`src/rtl/alu_pkg.sv`:
```
// Shared opcode and flag-index constants for the pipelined ALU.
// Optional feature macro: ALU_ACC_EN (accumulator opcode 110).
package alu_pkg;

  localparam logic [2:0] OP_ADD = 3'b000;
  localparam logic [2:0] OP_SUB = 3'b001;
  localparam logic [2:0] OP_AND = 3'b010;
  localparam logic [2:0] OP_OR  = 3'b011;
  localparam logic [2:0] OP_NOT = 3'b100;
  localparam logic [2:0] OP_XOR = 3'b101;
  localparam logic [2:0] OP_ACC = 3'b110;
  localparam logic [2:0] OP_INV = 3'b111;

  // flags bus is {N,Z,C,V}
  localparam int FLAG_N = 3;
  localparam int FLAG_Z = 2;
  localparam int FLAG_C = 1;
  localparam int FLAG_V = 0;

endpackage

```
`src/rtl/pipelined_alu_core.sv`:
```
// Combinational ALU datapath: opcode, operands (and acc) -> result and {N,Z,C,V}.
// Macro ALU_ACC_EN adds the acc input and the ACC opcode; otherwise 110 decodes as invalid.
module alu_core
  import alu_pkg::*;
#(
  parameter int WIDTH = 8
) (
  input  logic [2:0]       sel,
  input  logic [WIDTH-1:0] a,
  input  logic [WIDTH-1:0] b,
`ifdef ALU_ACC_EN
  input  logic [WIDTH-1:0] acc,
`endif
  output logic [WIDTH-1:0] result,
  output logic [3:0]       flags
);

  localparam int MSB = WIDTH - 1;

  logic [WIDTH:0]   ext;
  logic [WIDTH-1:0] res;
  logic             c_bit;
  logic             v_bit;

  always_comb begin
    ext   = '0;
    res   = '0;
    c_bit = 1'b0;
    v_bit = 1'b0;
    case (sel)
      OP_ADD: begin
        ext   = {1'b0, a} + {1'b0, b};
        res   = ext[MSB:0];
        c_bit = ext[WIDTH];
        v_bit = (a[MSB] == b[MSB]) && (res[MSB] != a[MSB]);
      end
      OP_SUB: begin
        // the extra bit of the widened difference is the unsigned borrow
        ext   = {1'b0, a} - {1'b0, b};
        res   = ext[MSB:0];
        c_bit = ext[WIDTH];
        v_bit = (a[MSB] != b[MSB]) && (res[MSB] != a[MSB]);
      end
      OP_AND: res = a & b;
      OP_OR:  res = a | b;
      OP_NOT: res = ~a;
      OP_XOR: res = a ^ b;
`ifdef ALU_ACC_EN
      OP_ACC: begin
        ext   = {1'b0, acc} + {1'b0, a};
        res   = ext[MSB:0];
        c_bit = ext[WIDTH];
        v_bit = (acc[MSB] == a[MSB]) && (res[MSB] != acc[MSB]);
      end
`endif
      default: res = '0;
    endcase
  end

  assign result        = res;
  assign flags[FLAG_N] = res[MSB];
  assign flags[FLAG_Z] = (res == '0);
  assign flags[FLAG_C] = c_bit;
  assign flags[FLAG_V] = v_bit;

endmodule

```
`src/rtl/pipelined_alu.sv`:
```
// Two-stage valid/ready ALU pipeline: S1 registers the operand beat, S2 registers result/flags.
// Macro ALU_ACC_EN enables the accumulator register and ACC opcode.
module pipelined_alu
  import alu_pkg::*;
#(
  parameter int WIDTH = 8
) (
  input  logic             clk,
  input  logic             rst,
  input  logic             in_valid,
  output logic             in_ready,
  input  logic [WIDTH-1:0] a,
  input  logic [WIDTH-1:0] b,
  input  logic [2:0]       sel,
  output logic             out_valid,
  input  logic             out_ready,
  output logic [WIDTH-1:0] result,
  output logic [3:0]       flags
);

  logic             s1_valid_q, s1_valid_d;
  logic [WIDTH-1:0] s1_a_q, s1_a_d;
  logic [WIDTH-1:0] s1_b_q, s1_b_d;
  logic [2:0]       s1_sel_q, s1_sel_d;

  logic             s2_valid_q, s2_valid_d;
  logic [WIDTH-1:0] result_q, result_d;
  logic [3:0]       flags_q, flags_d;

  logic [WIDTH-1:0] core_result;
  logic [3:0]       core_flags;
  logic             advance;

  // Single global enable: the whole pipe moves or the whole pipe holds.
  assign advance  = !s2_valid_q || out_ready;
  assign in_ready = advance;

`ifdef ALU_ACC_EN
  logic [WIDTH-1:0] acc_q, acc_d;

  always_comb begin
    acc_d = acc_q;
    if (advance && s1_valid_q && (s1_sel_q == OP_ACC)) begin
      acc_d = core_result;
    end
  end

  always_ff @(posedge clk) begin
    if (rst) begin
      acc_q <= '0;
    end else begin
      acc_q <= acc_d;
    end
  end
`endif

  alu_core #(.WIDTH(WIDTH)) u_core (
    .sel    (s1_sel_q),
    .a      (s1_a_q),
    .b      (s1_b_q),
`ifdef ALU_ACC_EN
    .acc    (acc_q),
`endif
    .result (core_result),
    .flags  (core_flags)
  );

  always_comb begin
    s1_valid_d = s1_valid_q;
    s1_a_d     = s1_a_q;
    s1_b_d     = s1_b_q;
    s1_sel_d   = s1_sel_q;
    s2_valid_d = s2_valid_q;
    result_d   = result_q;
    flags_d    = flags_q;
    if (advance) begin
      s1_valid_d = in_valid;
      if (in_valid) begin
        s1_a_d   = a;
        s1_b_d   = b;
        s1_sel_d = sel;
      end
      s2_valid_d = s1_valid_q;
      // an empty S1 leaves the old result in place; out_valid marks it stale
      if (s1_valid_q) begin
        result_d = core_result;
        flags_d  = core_flags;
      end
    end
  end

  always_ff @(posedge clk) begin
    if (rst) begin
      s1_valid_q <= 1'b0;
      s1_a_q     <= '0;
      s1_b_q     <= '0;
      s1_sel_q   <= '0;
      s2_valid_q <= 1'b0;
      result_q   <= '0;
      flags_q    <= '0;
    end else begin
      s1_valid_q <= s1_valid_d;
      s1_a_q     <= s1_a_d;
      s1_b_q     <= s1_b_d;
      s1_sel_q   <= s1_sel_d;
      s2_valid_q <= s2_valid_d;
      result_q   <= result_d;
      flags_q    <= flags_d;
    end
  end

  assign out_valid = s2_valid_q;
  assign result    = result_q;
  assign flags     = flags_q;

endmodule

```
`config.mk`:
```
export PLATFORM = sky130hd
export DESIGN_NAME = pipelined_alu
export DESIGN_NICKNAME = d
export VERILOG_FILES = /design/src/rtl/alu_pkg.sv /design/src/rtl/pipelined_alu_core.sv /design/src/rtl/pipelined_alu.sv
export SDC_FILE = /design/constraint.sdc
export NUM_CORES = 1
export LEC_CHECK = 0
export ABC_AREA = 1
export CORE_ASPECT_RATIO = 1.4
export CORE_UTILIZATION = 33
export DETAILED_ROUTE_END_ITERATION = 16
export PLACE_DENSITY = 0.56
export REMOVE_ABC_BUFFERS = 1
export SKIP_CTS_REPAIR_TIMING = 1
export SYNTH_ARGS = -nofsm -noshare
export SYNTH_HDL_FRONTEND = slang
export SYNTH_SLANG_ARGS = --single-unit
```
`constraint.sdc`:
```
create_clock -name clk -period 6.29 [get_ports clk]
set_clock_uncertainty 0.2 [all_clocks]
set_input_delay 0.9435 -clock clk [delete_from_list [all_inputs] [get_ports clk]]
set_output_delay 0.9435 -clock clk [all_outputs]
set_load 0.02 [all_outputs]
```
==> results.md, run 1 <==
STA:
- The number of max-slew violations in the final report is 0.
- For the pin with the worst max-slew slack, the measured transition is 639 ps.
- Headroom to the max-slew limit came out at 57.4%.
- The final count of hold timing violations is 0.
- The number of setup violations in the final report is 0.
- The final total negative setup slack is 0 ps.
- Setup repair after global routing left no endpoint under its margin.
- The minimum clock period is 3330 ps.
- The part of the cycle the worst path needs is 52.9%.
- The maximum frequency from static timing analysis is 300 MHz.

Setup path:
- The setup slack on the worst flop-to-flop path is 4020 ps.
- The beginning of the worst register-to-register path is s1_a_q[0].
- The largest individual stage delay along the critical path comes from the cell sky130_fd_sc_hd__clkdlybuf4s50_1.
- The critical path's most frequent cell is sky130_fd_sc_hd__clkdlybuf4s50_1.
- The delay of the slowest cell on the worst path is 550 ps.
- The worst setup path is launched from a primary input.
- STA puts the critical path data required time at 5150 ps.
- Traced cell by cell, the critical path runs through clkdlybuf4s50_1 > nor2_1 > inv_1 > clkdlybuf4s50_1.
- The destination of the worst register-to-register timing path is flags[2].
- STA classifies the critical path endpoint as an output port.
- The classification of the worst setup path is primary input to output port.
- The arrival time at the worst endpoint is 2190 ps.
- The largest fanout on the critical path is 3.
- The number of cells traversed by the worst register-to-register path is 14.

Finish:
- The post-layout utilization of the core is 41.7%.
- Summing all multi-input logic gate instances after layout gives 1530 um2.
- The area added between synthesis and finish is 19.9%.
- The number of filler instances in the final layout is 790.
- The final instance count without filler cells is 478.
- The flip-flop and latch area is 641 um2.
- After routing the design area is 2950 um2.
- Of the cells placed in the final design, the portion with a size suffix greater than 1 is 11.2%.
- The count of antenna diodes in the layout is 0.
- The number of nets at the end of the flow is 432.

Logic synthesis:
- The synthesized area divided by synthesized cell count is 7.01 um2.
- The number of distinct library cells after synthesis is 35.
- Counting flops with a built-in enable in the synthesized netlist gives 0.
- In the synthesized netlist, the cells that appear most often are sky130_fd_sc_hd__nand2_1 (56), sky130_fd_sc_hd__inv_1 (42), sky130_fd_sc_hd__nand3_1 (36).
- The cell count after synthesis came out at 351.
- Yosys printed 0 warnings.
- In the synthesized netlist the async set-or-reset flop fraction comes to 0%.
- The dominant cell type by area after synthesis is sky130_fd_sc_hd__dfxtp_1.
- The total of flip-flops plus latches after synthesis is 32.
- Of the synthesized area, sequential elements account for 26.0%.
- The most common cell in the synthesized netlist is sky130_fd_sc_hd__nand2_1.
- In the post-synthesis netlist, the biggest area contributors are sky130_fd_sc_hd__dfxtp_1 (26%), sky130_fd_sc_hd__ha_1 (13%), sky130_fd_sc_hd__nand2_1 (8.5%).
- The synthesized netlist occupies a cell area of 2460 um2.
- The top flip-flop cell by instance count after synthesis is sky130_fd_sc_hd__dfxtp_1.
- The share of Yosys cell area claimed by the top area cell type is 26.0%.

Worst hold path:
- The worst hold path class is flip-flop to flip-flop.
- The hold path endpoint is s1_valid_q.
- The start point of the worst hold path is s1_valid_q.
- The depth of the worst hold-timing path is 2.

Placement:
- Once placement completed, the tool counted placed cells totaling 470.
- The final estimated routing congestion in global placement is 0.879.
- The count of buffers added on input and output ports is 36.
- The post-detailed-placement half-perimeter wirelength is 4470 um.
- After detailed placement, the total cell area comes to 2860 um2.

Detailed routing:
- The average detailed-routed wire length per instance is 12.1 um.
- Using the TritonRoute via totals, the vias-per-cell ratio works out to 4.79.
- The number of nets with antenna violations after detailed routing is 0.
- Summing over every cut layer, the via total after detailed routing is 2289.
- The number of search-and-repair iterations in the first detailed-routing pass is 4.
- The first routing iteration left 93 violations.
- For this block, the routed nets add up to 5800 um of wire.
- The remaining design rule violation count is 0.

Floorplanning:
- The number of I/O pins is 37.
- The core box area is 7070 um2.
- The floorplan die area is 7810 um2.
- For this configuration, the core starts out at a cell density of 34.8%.
- The horizontal die dimension is 75.0 um.
- The floorplan has 36 rows.
- Measured along the y axis, the die boundary spans 104 um.

Clock network:
- The clock root buffer is sky130_fd_sc_hd__clkbuf_8.
- The CTS tree is done.
- The insertion delay to the later sink of the worst-skew pair is 290 ps.
- Buffers inserted during clock tree synthesis total 5.
- After clock tree synthesis, the clock-pin slew on the worst setup and hold paths is 70 ps.
- The maximum number of buffers from clock root to sink is 2.
- The number of H-tree levels is 2.
- The clock drives 32 sinks.

Global route:
- In the global route stage, overall resource usage came out at 16.8%.
- The largest net degree at the start of global routing is 40.
- The number of global-route vias before repair is 2253.
- Global routing finished with a remaining overflow of 0.
- The first-pass GRT wire length is 10200 um.
- The initial antenna violation count is 0.

Power and ir drop:
- The leakage power summed over all cells is 1.33 nW.
- The peak ir drop on the vdd network is 0.0000849 V.
- For this design the ratio of total power to cell area is 205 nW/um2.

Job:
- The tool flagged a number of max-cap violations equal to 0.

Status:
- The flow ran to the end, and the final reports show no timing, DRC or antenna violations.
power by group:
group | switching, mW | total [mW] | internal (mW)
registers | 0.0174 | 0.236 | 0.218
logic | 0.120 | 0.201 | 0.0809
clock network | 0.0808 | 0.168 | 0.0873
total | 0.218 | 0.604 | 0.386
worst max path at each step:
stage	start	endpoint	slack, ps	cells after the start
floorplan	out_ready	in_ready	3880	2
detailed placement	out_ready	in_ready	2950	4
finish	out_ready	in_ready	2960	4
global route	out_ready	in_ready	2840	4
CTS	out_ready	in_ready	2950	4
global placement	out_ready	in_ready	2990	4
cells by family after synthesis:
logic type,after synthesis,share of synthesized area [%]
compound gates,79,17.0
simple gates,148,30.4
flops,32,26.0
xor+xnor,1,0.356
buf+inv,64,11.8
fa+ha+maj,27,14.3
sequential cells by signal, summed over array words and instances (netlist names):
| register | flops |
|---|---|
| s1_valid_q | 1 |
| s1_b_q | 8 |
| out_valid | 1 |
| flags | 3 |
| s1_a_q | 8 |
| result | 8 |
| s1_sel_q | 3 |
placed cells by master, fill, tap and decap left out, drive strengths merged:
cell	count
nand2	58
inv	51
nand3	45
o21ai	40
nor2	37
clkdlybuf4s50	36
a21oi	33
dfxtp	32
ha	25
clkbuf	6
o22ai	4
nand3b	2
nand4	2
fa	2
clkinv	2
nor3	2
or2	1
and3	1
o211ai	1
xor2	1
a31oi	1
buf	1
routing by layer:
layer | track usage (%) | up-vias | wire (um)
met4 | 6.47 | 0 | 130
met5 | 0 | - | 0
li1 | - | 1211 | -
met2 | 29.3 | 52 | 2900
met1 | 19.9 | 1017 | 2580
met3 | 2.62 | 9 | 181
critical path: cells and delay by family:
kind                   cells  cell delay (ps)
buffers and inverters      3             1050
and+or+nand+nor            1              190
cell type report:
type	instances	area share [%]
Clock inverter	2	0.339
Multi-Input combinational cell	255	51.8
Timing Repair Buffer	37	12.5
Sequential cell	32	21.7
Clock buffer	6	2.80
Tap cell	95	4.03
Inverter	51	6.83
stage by stage:
stage | hold slack, ps | total power, mW | worst slack, ps
5_1_grt | 299 | 0.649 | 2840
2_1_floorplan | 238 | 0.378 | 3880
3_5_place_dp | 263 | 0.442 | 2950
4_1_cts | 274 | 0.612 | 2950
3_3_place_gp | 255 | 0.439 | 2990
6_report | 269 | 0.604 | 2960
Power figures use the tool's default switching activity.
==> run 2: changes to the inputs <==
Settings changed: PLACE_DENSITY 0.56 to 0.58.
Clock period 6.29 ns to 2.67 ns, I/O delays scaled along.
==> run 2 against run 1 <==
Compared with the run above: sequential share of layout area decreased by 0.15 points; sequential cell count stayed put; critical path depth did not move; clock power increased by 130%.
==> results.md, run 2 (synthesis results as in run 1) <==
Status:
- The run finished with clean final reports.

Clock network:
- The clock net sink count is 32 (unchanged).
- The tree is rooted in a sky130_fd_sc_hd__clkbuf_8.
- The number of H-tree levels is 2 (unchanged).
- The insertion delay to the later sink of the worst-skew pair is 290 ps (about the same).
- The CTS tree is done.
- The number of clock buffers inserted by TritonCTS was 5 (unchanged).
- The maximum number of buffers from clock root to sink is 2 (unchanged).
- The clock-pin slew on the worst setup and hold paths came to 60 ps (about the same).

Power and ir drop:
- The peak ir drop on the vdd network is 0.000194 V (+130%).
- The leakage power summed over all cells is 1.34 nW (+0.70%).
- The final total power is 1.42 mW (+140%).
- The power density over the cells is 479 nW/um2 (+130%).

Placement:
- The count of placed standard cells including taps was 473 (+0.64%).
- The post-placement worst setup slack is 400 ps (-2550 ps).
- The count of buffers inserted at the top-level ports is 36 (unchanged).
- The final estimated routing congestion in global placement came to 0.911 (+3.6%).
- The standard cell area after detailed placement is 2880 um2 (+0.79%).
- The post-detailed-placement half-perimeter wirelength was 4580 um (+2.3%).

Setup path:
- The classification of the worst setup path is primary input to output port.
- The largest fanout on the critical path came to 3 (unchanged).
- The timing startpoint of the critical path is out_ready.
- On the critical path the largest part of the delay comes from buffers and inverters.
- The path length in cells of the critical path is 4 (unchanged).
- The critical path buffer and inverter count came to 3 (unchanged).
- The worst path required time is 2070 ps (-3080 ps).
- The setup slack on the worst flop-to-flop path is 430 ps (-3590 ps).
- The beginning of the worst register-to-register path is s1_b_q[0].
- On the critical path, the stage with the largest delay is an instance of sky130_fd_sc_hd__clkdlybuf4s50_1.
- The number of cells traversed by the worst register-to-register path is 12 (-2).
- STA classifies the critical path startpoint as a primary input.
- Walking the worst path, the cells encountered are clkdlybuf4s50_1 > nor2_1 > inv_1 > clkdlybuf4s50_1.
- The cell that appears most often on the critical path is sky130_fd_sc_hd__clkdlybuf4s50_1.
- The arrival time at the worst endpoint is 1660 ps (-530 ps).
- The kind of capture point of the worst setup path is an output port.
- The delay of the slowest cell on the worst path is 550 ps (about the same).
- In this run the critical register-to-register path is captured at flags[2].

Finish:
- The number of nets at the end of the flow came to 435 (+0.69%).
- The area added between synthesis and finish is 20.8%.
- Leaving out fill and tap cells, the most frequent cell in the layout is sky130_fd_sc_hd__nand2_1.
- The layout cell share with drive strength beyond 1 is 11.4% (+0.17 points).
- The final instance count without filler cells was 481 (+0.63%).
- The count of antenna diodes in the layout is 0 (unchanged).
- The top cell types in the final layout, fill and taps aside, are sky130_fd_sc_hd__nand2_1 (56), sky130_fd_sc_hd__inv_1 (42), sky130_fd_sc_hd__nand3_1 (36), sky130_fd_sc_hd__clkdlybuf4s50_1 (36), sky130_fd_sc_hd__o21ai_0 (34).
- The summed area of non-filler cells in the final layout was 2970 um2 (+0.68%).
- The post-layout utilization of the core was 42.0% (+0.28 points).

Worst hold path:
- The start point of the worst hold path is s1_valid_q.
- The depth of the worst hold-timing path is 2 (unchanged).
- In this run the worst hold path is classified as flip-flop to flip-flop.
- The hold path endpoint is s1_valid_q.

Global route:
- The number of global-route vias before repair is 2274 (+0.93%).
- The initial antenna violation count is 0 (unchanged).
- The met2 routing resource usage after global routing is 28.7% (-0.58 points).
- The global routing stage identified its most utilized layer as met2.
- The total global routing overflow is 0 (unchanged).
- The largest net degree at the start of global routing is 40 (unchanged).
- The routing usage on met1 came to 20.5% (+0.59 points).
- The first-pass GRT wire length is 10400 um (+1.8%).
- The global routing met3 resource utilization is 3.00% (+0.39 points).
- The combined global-route utilization of all metal layers is 17.1% (+0.27 points).

Job:
- The max-cap check violation count is 0 (unchanged).

Floorplanning:
- The core box area is 7070 um2 (unchanged).
- The floorplan die area is 7810 um2 (unchanged).
- The die span in y came to 104 um (unchanged).
- The horizontal die dimension is 75.0 um (unchanged).
- The number of I/O pins was 37 (unchanged).
- The number of rows created at floorplan is 36 (unchanged).
- The initial core utilization came to 34.8% (unchanged).

Detailed routing:
- The wire length reported by the detailed router is 6020 um (+3.8%).
- The number of DRC markers in iteration 0 was 82 (-12%).
- The number of search-and-repair iterations in the first detailed-routing pass was 4 (unchanged).
- The routed via count divided by cell count was 4.81 (+0.51%).
- The remaining design rule violation count is 0 (unchanged).
- The number of nets with antenna violations after detailed routing is 0 (unchanged).
- The average detailed-routed wire length per instance came to 12.5 um (+3.2%).
- The total number of vias came to 2315 (+1.1%).

STA:
- The number of max-slew violations in the final report was 0 (unchanged).
- Dividing the final minimum period by the clock period gives 84.5%.
- Derived from the worst setup path, the maximum achievable clock frequency is 443 MHz.
- The final worst slack is 413 ps (-2550 ps).
- The slew of the pin with the lowest slew margin is 648 ps (+8.98 ps).
- The relative max-transition margin was 56.8% (-0.61 points).
- The number of setup violations in the final report was 0 (unchanged).
- The final count of hold timing violations came to 0 (unchanged).
- The minimum hold slack is 277 ps (+7.90 ps).
- The smallest clock period supported by the final layout is computed as 2260 ps.
- Setup repair after global routing left no endpoint under its margin.
- The final total negative setup slack is 0 ps (unchanged).
[run 2: cell type report]
cell class                 instances  area, um2
inverter                          51        201
sequential                        32        641
clock buffer                       8       90.1
multi-input combinational        255       1530
timing repair buffer              40        390
fill                             777       4100
tap                               95        119
[run 2: worst max-delay path by stage]
stage                     endpoint  slack (ps)
after detailed placement  in_ready         400
after floorplan           flags[2]         600
after global placement    flags[2]         440
after global routing      flags[2]         220
final                     in_ready         410
after CTS                 flags[2]         390
[run 2: power breakdown]
part / internal (mW) / total [mW] / switching, mW
logic: 0.194 / 0.477 / 0.283
clock network: 0.210 / 0.390 / 0.180
registers: 0.514 / 0.556 / 0.0420
[run 2: layer usage]
layer  up-vias  wire [um]  share of wire, %
li1       1216          -                 -
met3         7        189               3.1
met4         0        103               1.7
met2        51       3060                51
met1      1041       2670                44
met5         -          0                 0
[run 2: worst reg2reg max path, delay by kind of cell (launching register included)]
kind | cells | cell delay, ps
AND/OR/NAND/NOR | 9 | 920
adder cells (fa/ha/maj) | 2 | 640
flip-flops | 1 | 330
AO/OA/AOI/OAI | 1 | 100
